$ cat src/rtl/keypad_entry_scanner_pkg.sv
// Shared constants, frame-result encodings and key map for the keypad entry scanner.
package keypad_pkg;

    localparam logic [3:0] BLANK_DIGIT = 4'd10;
    localparam logic [3:0] KEY_BKSP    = 4'hB;
    localparam logic [3:0] KEY_ENTER   = 4'hE;

    // Frame results: {1'b0, code} for a single key, otherwise one of these.
    localparam logic [4:0] FR_NOKEY   = 5'h10;
    localparam logic [4:0] FR_INVALID = 5'h11;

    localparam int ST_IDLE = 0;

    // Row r, column c at nibble (r*4+c).
    localparam logic [63:0] KEYMAP = 64'hFDCA_E369_B258_0147;

    function automatic int st_locked(input int channels);
        return channels + 1;
    endfunction

    function automatic logic [3:0] keymap(input int r, input int c);
        if (r < 4 && c < 4)
            return KEYMAP[(r * 4 + c) * 4 +: 4];
        return 4'(r * 4 + c);
    endfunction

endpackage

$ cat src/rtl/keypad_entry_scanner_if.sv
// Keypad matrix lines: row strobes out of the scanner, column senses back in.
interface keypad_entry_scanner_if #(
    parameter int ROWS = 4,
    parameter int COLS = 4
);
    logic [ROWS-1:0] keypadrow;
    logic [COLS-1:0] keypadcol;

    modport master (output keypadrow, input keypadcol);
    modport slave  (input keypadrow, output keypadcol);
endinterface

$ cat src/rtl/keypad_entry_scanner_debounce.sv
// Turns per-frame scan results into single key-press events.
module keypad_debounce
    import keypad_pkg::*;
#(
    parameter int DEBOUNCE = 3
) (
    input  logic       clk,
    input  logic       reset,
    input  logic       clr,
    input  logic       frame_vld,
    input  logic [4:0] frame,
    output logic       accept,
    output logic [3:0] accept_code,
    output logic       key_valid,
    output logic [3:0] key_code
);
    localparam int CW = $clog2(DEBOUNCE + 1);

    logic [4:0]    cand_q, cand_d;
    logic [CW-1:0] cnt_q, cnt_d;
    logic          pressed_q, pressed_d;
    logic          key_valid_q, key_valid_d;
    logic [3:0]    key_code_q, key_code_d;

    assign accept_code = frame[3:0];
    assign key_valid   = key_valid_q;
    assign key_code    = key_code_q;

    always_comb begin
        cand_d     = cand_q;
        cnt_d      = cnt_q;
        pressed_d  = pressed_q;
        key_code_d = key_code_q;
        accept     = 1'b0;
        if (clr) begin
            cand_d    = FR_NOKEY;
            cnt_d     = '0;
            pressed_d = 1'b0;
        end else if (frame_vld) begin
            if (frame == FR_INVALID) begin
                cand_d = FR_INVALID;
                cnt_d  = '0;
            end else begin
                if (frame != cand_q) begin
                    cand_d = frame;
                    cnt_d  = CW'(1);
                end else if (cnt_q != CW'(DEBOUNCE)) begin
                    cnt_d = cnt_q + CW'(1);
                end
                // Stable long enough: a release re-arms, a press fires once.
                if (cnt_d == CW'(DEBOUNCE)) begin
                    if (frame == FR_NOKEY) begin
                        pressed_d = 1'b0;
                    end else if (!pressed_q) begin
                        pressed_d  = 1'b1;
                        accept     = 1'b1;
                        key_code_d = frame[3:0];
                    end
                end
            end
        end
        key_valid_d = accept;
    end

    always_ff @(posedge clk) begin
        if (reset) begin
            cand_q      <= FR_NOKEY;
            cnt_q       <= '0;
            pressed_q   <= 1'b0;
            key_valid_q <= 1'b0;
            key_code_q  <= BLANK_DIGIT;
        end else begin
            cand_q      <= cand_d;
            cnt_q       <= cnt_d;
            pressed_q   <= pressed_d;
            key_valid_q <= key_valid_d;
            key_code_q  <= key_code_d;
        end
    end

endmodule

$ cat src/rtl/keypad_entry_scanner.sv
// Keypad matrix scanner, per-player digit entry registers and game-phase FSM.
module keypad_entry_scanner
    import keypad_pkg::*;
#(
    parameter int ROWS     = 4,
    parameter int COLS     = 4,
    parameter int SCAN_DIV = 250000,
    parameter int DEBOUNCE = 3,
    parameter int CHANNELS = 2,
    parameter int DIGITS   = 2,
    localparam int SW      = $clog2(CHANNELS + 2),
    localparam int EW      = CHANNELS * DIGITS * 4
) (
    input  logic                   clk,
    input  logic                   reset,
    input  logic                   advance,
    input  logic                   clear,
    keypad_entry_scanner_if.master kp,
    output logic [SW-1:0]          game_state,
    output logic                   key_valid,
    output logic [3:0]             key_code,
    output logic [EW-1:0]          entry
);
    localparam int DW = (SCAN_DIV > 1) ? $clog2(SCAN_DIV) : 1;
    localparam int RW = (ROWS > 1) ? $clog2(ROWS) : 1;
    localparam logic [SW-1:0] ST_IDLE_V = SW'(ST_IDLE);
    localparam logic [SW-1:0] ST_LOCK_V = SW'(st_locked(CHANNELS));

    logic [SW-1:0] state_q, state_d;
    logic [EW-1:0] entry_q, entry_d;
    logic [DW-1:0] div_q, div_d;
    logic [RW-1:0] row_q, row_d;
    logic          acc_any_q, acc_any_d;
    logic          acc_multi_q, acc_multi_d;
    logic [3:0]    acc_code_q, acc_code_d;
    logic          frame_vld_q, frame_vld_d;
    logic [4:0]    frame_q, frame_d;

    logic          in_entry;
    logic          accept;
    logic [3:0]    accept_code;
    logic          key_acc;
    logic          go;
    logic [COLS-1:0] low;
    logic          row_any, row_multi;
    logic [3:0]    row_code;

    assign in_entry    = (state_q != ST_IDLE_V) && (state_q < ST_LOCK_V);
    assign kp.keypadrow = in_entry ? ~(ROWS'(1) << row_q) : '1;
    assign game_state  = state_q;
    assign entry       = entry_q;
    assign key_acc     = accept && in_entry;

    keypad_debounce #(.DEBOUNCE(DEBOUNCE)) u_debounce (
        .clk        (clk),
        .reset      (reset),
        .clr        (!in_entry),
        .frame_vld  (frame_vld_q),
        .frame      (frame_q),
        .accept     (accept),
        .accept_code(accept_code),
        .key_valid  (key_valid),
        .key_code   (key_code)
    );

    always_comb begin
        low       = ~kp.keypadcol;
        row_any   = 1'b0;
        row_multi = 1'b0;
        row_code  = 4'd0;
        for (int c = 0; c < COLS; c++) begin
            if (low[c]) begin
                if (row_any) row_multi = 1'b1;
                row_any  = 1'b1;
                row_code = keymap(int'(row_q), c);
            end
        end
    end

    always_comb begin
        div_d       = div_q;
        row_d       = row_q;
        acc_any_d   = acc_any_q;
        acc_multi_d = acc_multi_q;
        acc_code_d  = acc_code_q;
        frame_vld_d = 1'b0;
        frame_d     = frame_q;
        if (div_q == DW'(SCAN_DIV - 1)) begin
            div_d = '0;
            if (row_any) begin
                acc_multi_d = acc_multi_q | acc_any_q | row_multi;
                acc_any_d   = 1'b1;
                acc_code_d  = row_code;
            end
            if (row_q == RW'(ROWS - 1)) begin
                row_d       = '0;
                frame_vld_d = 1'b1;
                frame_d     = acc_multi_d ? FR_INVALID :
                              acc_any_d   ? {1'b0, acc_code_d} : FR_NOKEY;
                acc_any_d   = 1'b0;
                acc_multi_d = 1'b0;
            end else begin
                row_d = row_q + RW'(1);
            end
        end else begin
            div_d = div_q + DW'(1);
        end

        state_d = state_q;
        entry_d = entry_q;
        go      = advance || (key_acc && accept_code == KEY_ENTER);
        if (clear && state_q != ST_LOCK_V) begin
            state_d = ST_IDLE_V;
        end else if (go) begin
            if (state_q != ST_LOCK_V) state_d = state_q + SW'(1);
        end else if (key_acc) begin
            for (int c = 0; c < CHANNELS; c++) begin
                if (state_q == SW'(c + 1)) begin
                    if (accept_code <= 4'd9) begin
                        for (int d = DIGITS - 1; d > 0; d--)
                            entry_d[(c*DIGITS+d)*4 +: 4] = entry_q[(c*DIGITS+d-1)*4 +: 4];
                        entry_d[c*DIGITS*4 +: 4] = accept_code;
                    end else if (accept_code == KEY_BKSP) begin
                        for (int d = 0; d < DIGITS - 1; d++)
                            entry_d[(c*DIGITS+d)*4 +: 4] = entry_q[(c*DIGITS+d+1)*4 +: 4];
                        entry_d[(c*DIGITS+DIGITS-1)*4 +: 4] = BLANK_DIGIT;
                    end
                end
            end
        end
        if (state_d == ST_IDLE_V) entry_d = {(CHANNELS*DIGITS){BLANK_DIGIT}};

        // Every phase change restarts the scan at row 0 with an empty frame.
        if (!in_entry || state_d != state_q) begin
            div_d       = '0;
            row_d       = '0;
            acc_any_d   = 1'b0;
            acc_multi_d = 1'b0;
            frame_vld_d = 1'b0;
        end
    end

    always_ff @(posedge clk) begin
        if (reset) begin
            state_q     <= ST_IDLE_V;
            entry_q     <= {(CHANNELS*DIGITS){BLANK_DIGIT}};
            div_q       <= '0;
            row_q       <= '0;
            acc_any_q   <= 1'b0;
            acc_multi_q <= 1'b0;
            acc_code_q  <= 4'd0;
            frame_vld_q <= 1'b0;
            frame_q     <= FR_NOKEY;
        end else begin
            state_q     <= state_d;
            entry_q     <= entry_d;
            div_q       <= div_d;
            row_q       <= row_d;
            acc_any_q   <= acc_any_d;
            acc_multi_q <= acc_multi_d;
            acc_code_q  <= acc_code_d;
            frame_vld_q <= frame_vld_d;
            frame_q     <= frame_d;
        end
    end

endmodule

$ cat src/flat_wrapper.sv
// flat-port wrapper written by rule: the top's interface ports become plain ports
module keypad_entry_scanner_flat import keypad_pkg::*;
#(
    parameter int ROWS     = 4,
    parameter int COLS     = 4,
    parameter int SCAN_DIV = 250000,
    parameter int DEBOUNCE = 3,
    parameter int CHANNELS = 2,
    parameter int DIGITS   = 2,
    localparam int SW      = $clog2(CHANNELS + 2),
    localparam int EW      = CHANNELS * DIGITS * 4
)
  (clk, reset, advance, clear, game_state, key_valid, key_code, entry, kp_keypadrow, kp_keypadcol);
  keypad_entry_scanner_if #(.ROWS(ROWS), .COLS(COLS)) kp_i ();
  input  logic clk;
  input  logic reset;
  input  logic advance;
  input  logic clear;
  output logic [SW-1:0] game_state;
  output logic key_valid;
  output logic [3:0] key_code;
  output logic [EW-1:0] entry;
  output wire logic [$bits(kp_i.keypadrow)-1:0] kp_keypadrow;
  input wire logic [$bits(kp_i.keypadcol)-1:0] kp_keypadcol;
  assign kp_keypadrow = kp_i.keypadrow;
  assign kp_i.keypadcol = kp_keypadcol;
  keypad_entry_scanner #(.ROWS(ROWS), .COLS(COLS), .SCAN_DIV(SCAN_DIV), .DEBOUNCE(DEBOUNCE), .CHANNELS(CHANNELS), .DIGITS(DIGITS)) u_core (.clk(clk), .reset(reset), .advance(advance), .clear(clear), .kp(kp_i), .game_state(game_state), .key_valid(key_valid), .key_code(key_code), .entry(entry));
endmodule
$ cat config.mk
export PLATFORM = sky130hd
export DESIGN_NAME = keypad_entry_scanner_flat
export DESIGN_NICKNAME = d
export VERILOG_FILES = /design/src/rtl/keypad_entry_scanner_pkg.sv /design/src/rtl/keypad_entry_scanner_if.sv /design/src/rtl/keypad_entry_scanner_debounce.sv /design/src/rtl/keypad_entry_scanner.sv /design/src/flat_wrapper.sv
export SDC_FILE = /design/constraint.sdc
export NUM_CORES = 1
export LEC_CHECK = 0
export BUFFER_PORTS_ARGS = -buffer_cell sky130_fd_sc_hd__buf_2
export CAP_MARGIN = 20
export CORE_MARGIN = 8
export CORE_UTILIZATION = 46
export DETAILED_ROUTE_END_ITERATION = 10
export GPL_TIMING_DRIVEN = 0
export HOLD_SLACK_MARGIN = 0.12
export PLACE_DENSITY = 0.76
export SKIP_LAST_GASP = 1
export SYNTH_ARGS = -nofsm -noshare
export SYNTH_HDL_FRONTEND = slang
export SYNTH_SLANG_ARGS = --single-unit
$ cat constraint.sdc
create_clock -name clk -period 2 [get_ports clk]
set_clock_uncertainty 0.05 [all_clocks]
set_input_delay 0.3 -clock clk [delete_from_list [all_inputs] [get_ports clk]]
set_output_delay 0.3 -clock clk [all_outputs]
set_load 0.1 [all_outputs]
==> flow_metrics.py <==
metrics = {
    "global_route": {
        "global_route_wire_length_before_repair_um": 13800,
        "gr-usage-all-layers": 0.164,
        "grt_antenna_before_repair": 0,
        "first_global_vias": 2986,
        "grt-ovfl-total": 0,
        "grt_start_max_net_pins": 11,
    },
    "route": {
        "routed_wl_um": 8210,
        "vias_after_detailed_routing": 3090,
        "antenna_violation_net_count_after_detailed_routing": 0,
        "detail_route.wl_per_cell_um": 15.2,
        "viasPerCell": 5.70,
        "drcViolationCount": 0,
        "drt_first_iter_violations": 162,
        "drt-pass1-iter-count": 5,
    },
    "logic_synthesis": {
        "synth_sequential_area_ratio": 0.388,
        "postSynthCellCount": 386,
        "synth.top_cells.by_area": "dfxtp_1 (39%), nand2_1 (4.4%), xor2_1 (4.0%), ha_1 (3.8%), a21oi_1 (3.5%)",
        "asyncSetResetFlopFracSynth": 0,
        "post_synth_instance_area_sq_um": 3250,
        "yosys_register_bits": 63,
        "netlist.area_leader.share": 0.388,
        "synth.lib_cells_used.distinct": 54,
        "dominant_synthesized_flop_cell": "dfxtp_1",
        "synth_largest_area_cell": "dfxtp_1",
        "syn_nets": 404,
        "synthesis.yosys.warnings": 0,
        "number_of_synthesized_flops_with_an_enable_pin": 0,
        "syn-mean-instance-area_sq_um": 8.43,
    },
    "critical_path": {
        "critical_path_peak_fanout": 8,
        "critPathTopFamily": "compound AO/OA/AOI/OAI gates",
        "worstSetupStartpointType": "flop",
        "critPathArrivalTime_ns": 2.24,
        "critical_path_class": "reg -> reg",
        "endpoint_kind": "flop",
        "rr_worst_depth": 6,
        "path_cells": "inv_4 -> ha_4 -> nor4b_4 -> a41oi_4 -> mux2i_4 -> a311oi_1",
        "cp_num_buf_inv": 1,
        "cpPeakStageDelay_ns": 0.39,
        "timing.rr.start": "u_core.game_state[0]$_SDFF_PP0_",
        "worst_ep_required_time_ns": 2.21,
        "r2r_end": "u_core.entry[8]$_SDFFE_PP0P_",
        "worst_path_max_delay_cell": "dfxtp_4",
        "setup.reg_to_reg.worst_slack_ns": -0.04,
    },
    "place": {
        "place_inst": 516,
        "dp_hpwl_um": 5590,
        "place.gp.congestion": 0.844,
        "port_buffers": 33,
    },
    "timing": {
        "fmax_mhz": 491,
        "final_period_minus_worst_setup_slack_ns": 2.04,
        "final.setup.worst_slack_ns": -0.0367,
        "rsz0062_at_grt": "yes",
        "setup_violations": 9,
        "timing_max_transition_violations_final": 0,
        "min_period_over_period": 1.02,
        "maxSlewHeadroom": 0.584,
        "final-hold-violation-count": 0,
        "timing_worst_slew_pin_value_ns": 0.617,
    },
    "final_layout": {
        "post_layout_nonfiller_instances": 542,
        "postLayoutCoreUtil": 0.603,
        "drive_above_1_share": 0.262,
        "layout-area-overhead-vs-synth_pct": 26.5,
        "layout.nets": 459,
        "antenna-diode-count": 0,
    },
    "clock_network": {
        "clkLatencyLatePin_ns": 0.34,
        "cts.reportedPaths.clkPinSlew_ns": 0.07,
        "cts-root-to-sink-buffers": 2,
        "number_of_buffers_inserted_for_hold_repair_after_clock_tree_synthesis": 0,
        "cts_tree": "done",
        "ctsRootBufferMaster": "clkbuf_8",
        "htree_num_levels": 3,
        "cts_buffers": 9,
        "tritoncts_num_sinks": 63,
    },
    "status": {
        "violations_in_the_final_reports": "setup timing",
        "run_status": "finished, violations left",
    },
    "min_path": {
        "hold_path_startpoint": "reset",
        "timing.hold.worst_endpoint": "u_core.game_state[0]$_SDFF_PP0_",
        "hp-class": "in -> reg",
        "timing.hold.worst_path_depth": 2,
    },
    "floorplan": {
        "fp-row-count": 30,
        "placeableCoreArea_sq_um": 6830,
        "die_width_um": 100,
        "initial_core_util": 0.476,
        "io_pins": 35,
        "die_area_sq_um": 10000,
        "die_height_um": 100,
    },
    "power": {
        "power.static_leakage_uw": 0.00154,
        "vdd_ir_drop_max_v": 0.000507,
        "power.density_cell_area_nw_per_um2": 646,
    },
    "job": {
        "drv_cap": 0,
    },
}
-- layer usage --
| layer | up-vias | wire [um] | track usage |
|---|---|---|---|
| li1 | 1507 | - | - |
| met1 | 1465 | 3660 | 0.196 |
| met2 | 112 | 3970 | 0.282 |
| met3 | 6 | 543 | 0.0478 |
| met4 | 0 | 44 | 0.0395 |
| met5 | - | 0 | 0 |
-- layout make-up --
class / instances / area (sq um)
clock inverter: 2 / 35.0
clock buffer: 14 / 184
tap: 96 / 120
sequential: 63 / 1270
timing repair buffer: 46 / 287
inverter: 13 / 53.8
buffer: 22 / 153
multi-input combinational: 286 / 2010
fill: 616 / 2720
-- logic make-up (layout without fill, tap and decap cells) --
| family | Yosys count | count (layout) | share of synthesized area |
|---|---|---|---|
| and+or+nand+nor | 154 | 154 | 0.261 |
| AOI/OAI and AO/OA | 91 | 91 | 0.174 |
| DFF | 63 | 63 | 0.388 |
| buffers and inverters | 37 | 97 | 0.0500 |
| xor gates and xnor gates | 20 | 20 | 0.0538 |
| adders and majority gates | 11 | 11 | 0.0415 |
| muxes | 10 | 10 | 0.0323 |
-- where the power goes --
group | total, uW | switching (uW) | leakage [uW] | internal [uW]
sequential | 1260 | 4.14 | 0.000511 | 1260
combinational | 202 | 129 | 0.000920 | 73.0
clock | 1200 | 479 | 0.000112 | 719
-- sequential cells by signal, summed over array words and instances, names as in the netlist --
name                         count
u_core.u_debounce.pressed_q      1
u_core.acc_code_q                4
u_core.u_debounce.cand_q         5
u_core.frame_q                   5
u_core.u_debounce.key_valid      1
u_core.div_q                    18
u_core.row_q                     2
u_core.acc_multi_q               1
u_core.acc_any_q                 1
u_core.entry                    16
u_core.frame_vld_q               1
u_core.u_debounce.key_code       4
u_core.u_debounce.cnt_q          2
u_core.game_state                2
-- through the flow --
step / power, uW / TNS, ns / worst slack, ns / hold WS [ns] / area (sq um)
after CTS: 2660 / -0.125 / -0.0490 / 0.169 / 3950
after detailed placement: 1450 / -3.27 / -0.191 / 0.403 / 3620
after global routing: 2760 / -2.25 / -0.148 / 0.184 / 4120
final: 2660 / -0.106 / -0.0367 / 0.187 / 4120
after global placement: 1450 / -2.54 / -0.214 / 0.394 / 3610
after floorplan: 1410 / -0.446 / -0.0562 / 0.322 / 3330
-- worst max-delay path by stage --
stage	startpoint	to	slack, ns	cells past startpoint
global route	u_core.game_state[0]$_SDFF_PP0_	u_core.entry[8]$_SDFFE_PP0P_	-0.15	6
floorplan	u_core.game_state[1]$_SDFF_PP0_	u_core.entry[0]$_SDFFE_PP0P_	-0.06	6
detailed placement	u_core.frame_q[0]$_SDFFE_PP0P_	u_core.entry[2]$_SDFFE_PP0P_	-0.19	6
CTS	u_core.game_state[1]$_SDFF_PP0_	u_core.entry[6]$_SDFFE_PP0P_	-0.05	6
global placement	u_core.frame_q[2]$_SDFFE_PP0P_	u_core.entry[14]$_SDFFE_PP0P_	-0.21	5
finish	u_core.game_state[0]$_SDFF_PP0_	u_core.entry[8]$_SDFFE_PP0P_	-0.04	6
-- synth_stat cells (all sizes together) (4+ instances only) --
cell	count
a31oi	14
nand2	38
buf	11
nor4b	8
mux2i	9
o21ai	27
dfxtp	63
and3	6
nor2	29
nor2b	6
a211oi	4
a21oi	23
or3	7
nor3	13
ha	10
inv	13
xnor2	5
clkbuf	13
xor2	15
nand4	9
nand3	18
-- placed cells by master, fill, tap and decap left out, types with 11 or more instances in the layout --
| cell | count |
|---|---|
| dfxtp_1 | 58 |
| nand2_1 | 38 |
| o21ai_0 | 18 |
| inv_1 | 11 |
| buf_2 | 33 |
| xor2_1 | 14 |
| a21oi_1 | 23 |
| a31oi_1 | 13 |
| clkbuf_8 | 11 |
| nand3_1 | 15 |
| buf_4 | 15 |
| nor2_1 | 28 |
-- repair_timing --
action,in CTS,in global routing
buffers inserted,5,9
setup endpoints to repair,49,54
gates cloned,0,2
resized for setup,16,36
pin swaps,5,8
endpoints found under the hold margin,0,0
Power figures use the tool's default switching activity.
